**config.mk**
```make
export PLATFORM = sky130hd
export DESIGN_NAME = fifo_uart_tx
export DESIGN_NICKNAME = d
export VERILOG_FILES = /design/src/rtl/fifo_uart_tx.sv
export SDC_FILE = /design/constraint.sdc
export NUM_CORES = 1
export LEC_CHECK = 0
export BUFFER_PORTS_ARGS = -buffer_cell sky130_fd_sc_hd__buf_2
export CAP_MARGIN = 0
export CELL_PAD_IN_SITES_DETAIL_PLACEMENT = 0
export CELL_PAD_IN_SITES_GLOBAL_PLACEMENT = 2
export CORE_UTILIZATION = 26
export DETAILED_ROUTE_END_ITERATION = 8
export HOLD_SLACK_MARGIN = 0.06
export PLACE_DENSITY_LB_ADDON = 0.1
export SLEW_MARGIN = 20
export SYNTH_ARGS = -nofsm -noshare
export SYNTH_HDL_FRONTEND = slang
export SYNTH_SLANG_ARGS = --single-unit
```
**constraint.sdc**
```tcl
create_clock -name clk -period 2.65 [get_ports clk]
set_input_delay 0 -clock clk [delete_from_list [all_inputs] [get_ports clk]]
set_output_delay 0 -clock clk [all_outputs]
set_load 0.01 [all_outputs]
```
**src/rtl/fifo_uart_tx.sv**
```systemverilog
// Drains a synchronous FIFO one word at a time and serializes each word as a
// UART frame: start bit, LSB-first data, optional even parity, stop bit.
module fifo_uart_tx #(
    parameter int DATA_WIDTH   = 8,
    parameter int CLKS_PER_BIT = 4,
    parameter int PARITY_EN    = 0
) (
    input  logic                  clk,
    input  logic                  rst_n,
    input  logic                  tx_en,
    input  logic                  fifo_empty,
    input  logic [DATA_WIDTH-1:0] fifo_rd_data,
    output logic                  fifo_r_en,
    output logic                  tx,
    output logic                  busy,
    output logic                  frame_done
);

    localparam logic [2:0] IDLE   = 3'd0;
    localparam logic [2:0] FETCH  = 3'd1;
    localparam logic [2:0] LOAD   = 3'd2;
    localparam logic [2:0] START  = 3'd3;
    localparam logic [2:0] DATA   = 3'd4;
    localparam logic [2:0] PARITY = 3'd5;
    localparam logic [2:0] STOP   = 3'd6;

    localparam int BAUD_W = (CLKS_PER_BIT > 1) ? $clog2(CLKS_PER_BIT) : 1;
    localparam int BIT_W  = $clog2(DATA_WIDTH + 1);
    localparam logic [BAUD_W-1:0] BAUD_LAST = BAUD_W'(CLKS_PER_BIT - 1);
    localparam logic [BIT_W-1:0]  BIT_LAST  = BIT_W'(DATA_WIDTH - 1);

    logic [2:0]            state_reg, state_next;
    logic [DATA_WIDTH-1:0] shift_reg, shift_next;
    logic                  parity_reg, parity_next;
    logic [BIT_W-1:0]      bit_cnt_reg, bit_cnt_next;
    logic [BAUD_W-1:0]     baud_reg, baud_next;
    logic                  tx_reg, tx_next;
    logic                  baud_done;

    assign baud_done = (baud_reg == BAUD_LAST);

    always_comb begin
        state_next   = state_reg;
        shift_next   = shift_reg;
        parity_next  = parity_reg;
        bit_cnt_next = bit_cnt_reg;
        baud_next    = baud_reg;
        case (state_reg)
            IDLE: begin
                baud_next    = '0;
                bit_cnt_next = '0;
                if (tx_en && !fifo_empty) begin
                    state_next = FETCH;
                end
            end
            // Sole reader of the FIFO, so the pop issued here always yields a word.
            FETCH: begin
                state_next = LOAD;
            end
            LOAD: begin
                shift_next  = fifo_rd_data;
                parity_next = (PARITY_EN != 0) ? ^fifo_rd_data : 1'b0;
                baud_next   = '0;
                state_next  = START;
            end
            START: begin
                if (baud_done) begin
                    baud_next    = '0;
                    bit_cnt_next = '0;
                    state_next   = DATA;
                end else begin
                    baud_next = baud_reg + BAUD_W'(1);
                end
            end
            DATA: begin
                if (baud_done) begin
                    baud_next  = '0;
                    shift_next = shift_reg >> 1;
                    if (bit_cnt_reg == BIT_LAST) begin
                        state_next = (PARITY_EN != 0) ? PARITY : STOP;
                    end else begin
                        bit_cnt_next = bit_cnt_reg + BIT_W'(1);
                    end
                end else begin
                    baud_next = baud_reg + BAUD_W'(1);
                end
            end
            PARITY: begin
                if (baud_done) begin
                    baud_next  = '0;
                    state_next = STOP;
                end else begin
                    baud_next = baud_reg + BAUD_W'(1);
                end
            end
            STOP: begin
                if (baud_done) begin
                    baud_next  = '0;
                    state_next = IDLE;
                end else begin
                    baud_next = baud_reg + BAUD_W'(1);
                end
            end
            default: begin
                state_next = IDLE;
            end
        endcase
    end

    // Line level is computed from the next state so the pad sees a flop output.
    always_comb begin
        case (state_next)
            START:   tx_next = 1'b0;
            DATA:    tx_next = shift_next[0];
            PARITY:  tx_next = parity_next;
            default: tx_next = 1'b1;
        endcase
    end

    always_ff @(posedge clk) begin
        if (!rst_n) begin
            state_reg   <= IDLE;
            shift_reg   <= '0;
            parity_reg  <= 1'b0;
            bit_cnt_reg <= '0;
            baud_reg    <= '0;
            tx_reg      <= 1'b1;
        end else begin
            state_reg   <= state_next;
            shift_reg   <= shift_next;
            parity_reg  <= parity_next;
            bit_cnt_reg <= bit_cnt_next;
            baud_reg    <= baud_next;
            tx_reg      <= tx_next;
        end
    end

    assign fifo_r_en  = (state_reg == FETCH);
    assign busy       = (state_reg != IDLE);
    assign frame_done = (state_reg == STOP) && baud_done;
    assign tx         = tx_reg;

endmodule

```
* Word level (Yosys, flattened, before mapping)
Index checks and enable logic that the tools add are counted.
** Word-level totals
- Register bits after elaboration :: 19
- Output and inout port bits :: 4
- Word-level logic and storage cells :: 52
** Cells by class
- Add/subtract/negate cells :: 2
- Equal/unequal tests :: 14
- Muxes and demuxes :: 17
- Reductions and logical operators :: 12
** Operators with widths (number)
- one-hot mux 3 bit (7 select lines) :: 1
- two-way mux 3 bit :: 6
- one-hot mux 8 bit (2 select lines) :: 1
- == test 3 bit, second input constant :: 5
- two-way mux 4 bit :: 3
- one-hot mux 4 bit (3 select lines) :: 1
- == test 3 x 2 -> 1 bit, second input constant :: 3
- two-way mux 8 bit :: 1
- != test 2 bit, second input constant :: 3
- nonzero test 3 bit :: 2
- adder 4 x 1 -> 4 bit, second input constant :: 1
- == test 4 x 3 -> 1 bit, second input constant :: 1
- one-hot mux 2 bit (2 select lines) :: 1
- AND reduction 4 bit :: 1
- nonzero test 2 bit :: 2
- OR reduction 4 bit :: 1
- == test 3 x 1 -> 1 bit, second input constant :: 1
- zero test 3 bit :: 1
- one-hot mux 1 bit (3 select lines) :: 1
- adder 2 x 1 -> 2 bit, second input constant :: 1
- == test 2 bit, second input constant :: 1
- logical AND 1 bit :: 2
- two-way mux 2 bit :: 1
- AND reduction 2 bit :: 1
- other kinds (3) :: 3

* Depth between registers and ports, before layout
- Depth in word-level cells :: 6
- Depth in mapped cells :: 7

* Worst setup path after synthesis
OpenSTA, ideal clock, no wires.
- Path type :: register -> register
- Start :: register baud_reg[0]
- End :: register tx_reg, in the netlist tx
- Library setup time :: 0.074 ns
- Arrival time :: 1.527 ns
- Setup slack :: 1.049 ns
- Cell stages (with the launch flop) :: 8
- Path buffers :: 2
- Period minus slack after synthesis :: 1.601 ns
- Path through :: dfxtp_1 -> ha_1 -> buf_2 -> nor4bb_1 -> clkbuf_1 -> a22o_1 -> o21ai_0 -> a31oi_1
** On the way
- Word-level cells in the longest chain between the ends :: 5
- Elaborated cells between the ends (all ways) :: 12
** RTL lines
- start, declared :: RTL line 36 : logic [BAUD_W-1:0] baud_reg, baud_next;
- start signal, assigned :: RTL line 133 : baud_reg <= baud_next;
- == test 2 bit (*) :: RTL line 40 : assign baud_done = (baud_reg == BAUD_LAST);
- two-way mux 3 bit (on tied branches)
- one-hot mux 3 bit (7 select lines) :: RTL line 48 : case (state_reg)
- == test 3 bit / == test 3 x 2 -> 1 bit (equally long branches) :: RTL line 112 : case (state_next)
- one-hot mux 1 bit (3 select lines) (*) :: RTL line 112
- end signal, assigned :: RTL line 134 : tx_reg <= tx_next;
- end, declared :: RTL line 37 : logic tx_reg, tx_next;
Every way passes the cells marked *; elsewhere a longest branch is shown, timed or not. The select of a mux whose other input is x is not followed.
A chain may end at the register's enable or synchronous reset.

* Worst setup path after layout
- Start :: register baud_reg[0]
- End :: register bit_cnt_reg[3]
** On the way
- Word-level cells in the longest chain between the ends :: 3
- Elaborated cells between the ends (all ways) :: 4
** RTL lines
- == test 2 bit (*) :: RTL line 40
- != test 2 bit (no line)
- AND reduction 4 bit (no line) (*)
- end signal, assigned :: RTL line 132 : bit_cnt_reg <= bit_cnt_next;
- end, declared :: RTL line 35 : logic [BIT_W-1:0] bit_cnt_reg, bit_cnt_next;
Every way passes the cells marked *; elsewhere a longest branch is shown, timed or not.

==> results.txt <==
The worst setup path is launched from a register. The I/O pin count came out at 16. The switching component of the power is 0.109 mW. In the finished design, the share of the clock period the worst path needs comes to roughly 68%. On the worst path, the slowest cell contributes a delay of ~0.47 ns. From left edge to right edge, the die measures 63.1 um.

Setup violations remaining at the end of the flow were counted as 0. The share of layout cells above drive strength 1 came out at 16.3%. The die is around 63 um tall. For the pin with the worst max-slew slack, the measured transition is about 0.50 ns. The internal power of the cells totals between 0.4 and 0.5 mW.

The total count of hold-check failures in the final report is 0. The sequential fraction of design power is between 50% and 60%. The async set-reset flop share out of synthesis is 0%. The cell at the slowest stage of the critical path is or4_1.

Setup repair after global routing left no endpoint under its margin. The remaining antenna violation count is 0. The net switching share of the total power is a little over a fifth. The total clock buffers created by CTS is 3. Buffers placed on the I/O ports in this run total 15. STA puts the critical path data arrival time at around 2 ns. The endpoint type of the worst setup path is a register. The initial antenna violation count came out at 0. The critical path is of the reg2reg type. The number of inserted diodes is 0.

The H-tree depth is 1. The overall track demand over capacity in global routing came out at 12.4%. The worst min-delay path endpoint is shift_reg[0].

The maximum clock path buffer count came out at 2. The critical path goes through ha_1 > nor2b_1 > o21a_1 > or4_1 > a21oi_1. Using the TritonRoute via totals, the vias-per-cell ratio works out to around 4.9. After clock tree synthesis, the setup repair step added 0 buffers. The layout filler cell count is 400. The starting utilization of the core area is around 28%.

The share of total power in the clock network came out at a little under two fifths. After detailed routing, the average wire length per cell comes to roughly 12 um. The total overflow left after global routing is 0. The maximum number of pins on one net before global-route repair came out at 18. The post-synthesis instance total is around 110. The first TritonRoute pass finished after 4 iterations.

In the layout the commonest cells are 19 x dfxtp_1, 15 x buf_2, 11 x nand2_1, 11 x a21oi_1, 9 x nor2_1. After clock tree synthesis, the clock-pin slew on the worst setup and hold paths is around 0.07 ns. The area of the placeable core came out at roughly 0.0034 mm^2. The final routed wirelength across all metal layers is approximately 2.2 mm. The number of nets handed over by synthesis was about 130. The warning count from the yosys run is 0. The first-pass GRT wire length is just under 4 mm. The number of clock sinks is 19.

The headroom to the max-slew limit came out at 66.6%. The post-route DRC violation count is 0. The largest vdd supply drop came out at approximately 0.19 mV. The startpoint of the most critical register-to-register path is baud_reg[0].

The run finished with clean final reports. The post-synthesis cell type count came out at 38. The via count of the first global-routing pass is ~880. Clock tree synthesis selected as its root buffer the cell clkbuf_8. The register with the most flip-flops in the layout has 8 of them. The footprint of the multi-input gates is roughly 540 um^2. The total power came out at between 0.5 and 0.6 mW. The final estimated routing congestion in global placement is approximately 0.66. Max-cap violations in this run came to 0. The sequential cell area came out at about 380 um^2. The mapped cell area came out at around 970 um^2.

The number of flops mapped to enable cells by yosys is 0. The HPWL after detailed placement is 1.49 mm. The relative contribution of combinational cells to total power is 6.9%.

The number of instances on the worst hold path is 4. The register-to-register setup slack came out at 0.86 ns. The post-cts sizing count came out at 0.

The average cell area after synthesis is roughly 8.5 um^2. The sequential fraction of the synthesis area came out at about two fifths. The source of the worst hold timing path is fifo_rd_data[0]. Clock latency on the worst-skew pair, taken at its later pin, is between 0.2 and 0.3 ns.

The worst hold path belongs to the class in2reg. Clock skew on the completed layout was measured at 0.000997 ns. The routed design could run at a clock period as short as 1.79 ns.

The layout overhead on the synthesized area came out at 23.5%. Among all flip-flop cells after synthesis, the most frequent one is dfxtp_1. The final layout net count is 150. The floorplan die area came out at about 0.004 mm^2. The library cell used most frequently in the layout, excluding fill and tap cells, is dfxtp_1. The number of synthesized register bits came out at 19.

The number of DRC markers in iteration 0 is 39. The floorplan has 21 rows. Setup total negative slack on the finished layout was measured at 0 ns.

The total power per unit cell area is between 400 and 500 mW/mm^2. The clock tree from TritonCTS is done. The worst endpoint required time came out at between 2 and 3 ns. In this run the worst path has a maximum fanout of 10. The routed via count came out at approximately 890.

Timing would allow up to 559 MHz. The depth of the worst register-to-register path came out at 5. The reg-to-reg endpoint is bit_cnt_reg[3].

The reported leakage power came out at 0.455 nW. The total count of max-transition violations in the final report came out at 0.
worst max path at each step:
| stage | start | end | slack (ns) | cells past startpoint |
|---|---|---|---|---|
| floorplan | baud_reg[0] | tx | 1.05 | 7 |
| global placement | baud_reg[0] | tx | 0.87 | 6 |
| detailed placement | baud_reg[0] | bit_cnt_reg[3] | 0.85 | 5 |
| CTS | baud_reg[0] | bit_cnt_reg[3] | 0.83 | 5 |
| global route | baud_reg[0] | bit_cnt_reg[3] | 0.64 | 5 |
| finish | baud_reg[0] | bit_cnt_reg[3] | 0.86 | 5 |
power groups by stage:
stage	Clock, mW	Sequential (mW)	Combinational [mW]
CTS	0.210	0.291	0.0361
finish	0.197	0.291	0.0359
detailed placement	0	0.297	0.0273
floorplan	0	0.295	0.0177
global placement	0	0.297	0.0274
global route	0.225	0.291	0.0403
repair_timing:
item | 4_1_cts | 5_1_grt
hold buffers | 8 | 0
endpoints found under the setup margin | 0 | 0
endpoints found under the hold margin | 9 | 0
per-layer routing:
metal | up-vias | track usage [%] | part of all wire, %
li1 | 464 | - | -
met1 | 408 | 15.0 | 49
met2 | 13 | 21.2 | 48
met3 | 2 | 1.63 | 2.4
met4 | 0 | 6.10 | 0.93
met5 | - | 0 | 0
stage by stage:
stage	worst slack, ns	cell area [um^2]	std cells	util, %	hold WS, ns
2_1_floorplan	1.05	970	114	-	0.120
3_3_place_gp	0.868	1070	169	31.2	0.248
3_5_place_dp	0.847	1070	169	31.2	0.272
4_1_cts	0.828	1200	181	34.8	0.107
5_1_grt	0.643	1200	181	34.8	0.151
6_report	0.861	1200	181	34.8	0.106
worst max-delay path: cells and delay by family, from the launching register on:
family / cells / cell delay [ns]
DFF: 1 / 0.38
AOI/OAI and AO/OA: 2 / 0.38
and+or+nand+nor: 2 / 0.60
adders and majority gates: 1 / 0.36
Yosys cell counts, types with 2 or more instances:
cell type	instances	area (um^2)
nor4bb_1	2	20.0
or3_1	2	12.5
a21oi_1	11	55.1
nand3_1	2	10.0
a22oi_1	7	52.6
buf_2	3	15.0
nand2_1	11	41.3
nor2b_1	3	18.8
and3_1	2	12.5
nor3b_1	4	30.0
ha_1	2	25.0
nor2_1	9	33.8
clkbuf_1	3	11.3
dfxtp_1	19	380
o21ai_0	7	35.0
nor3_1	2	10.0
a32oi_1	2	17.5
a22o_1	3	26.3
cell families after synthesis:
group | after synthesis | share of synthesized area (%)
flops | 19 | 39.2
buf+inv | 9 | 5.03
compound gates | 37 | 25.2
simple gates | 46 | 27.1
xor+xnor | 1 | 0.903
fa+ha+maj | 2 | 2.58
layout make-up:
type                    instances  share of cell area [%]
multi-input cells              86                    45.1
flip-flops and latches         19                    31.8
repair buffers                 25                    14.2
well taps                      46                    4.81
clock buffers                   4                    3.76
inverters                       1                   0.313
Power figures use the tool's default switching activity.
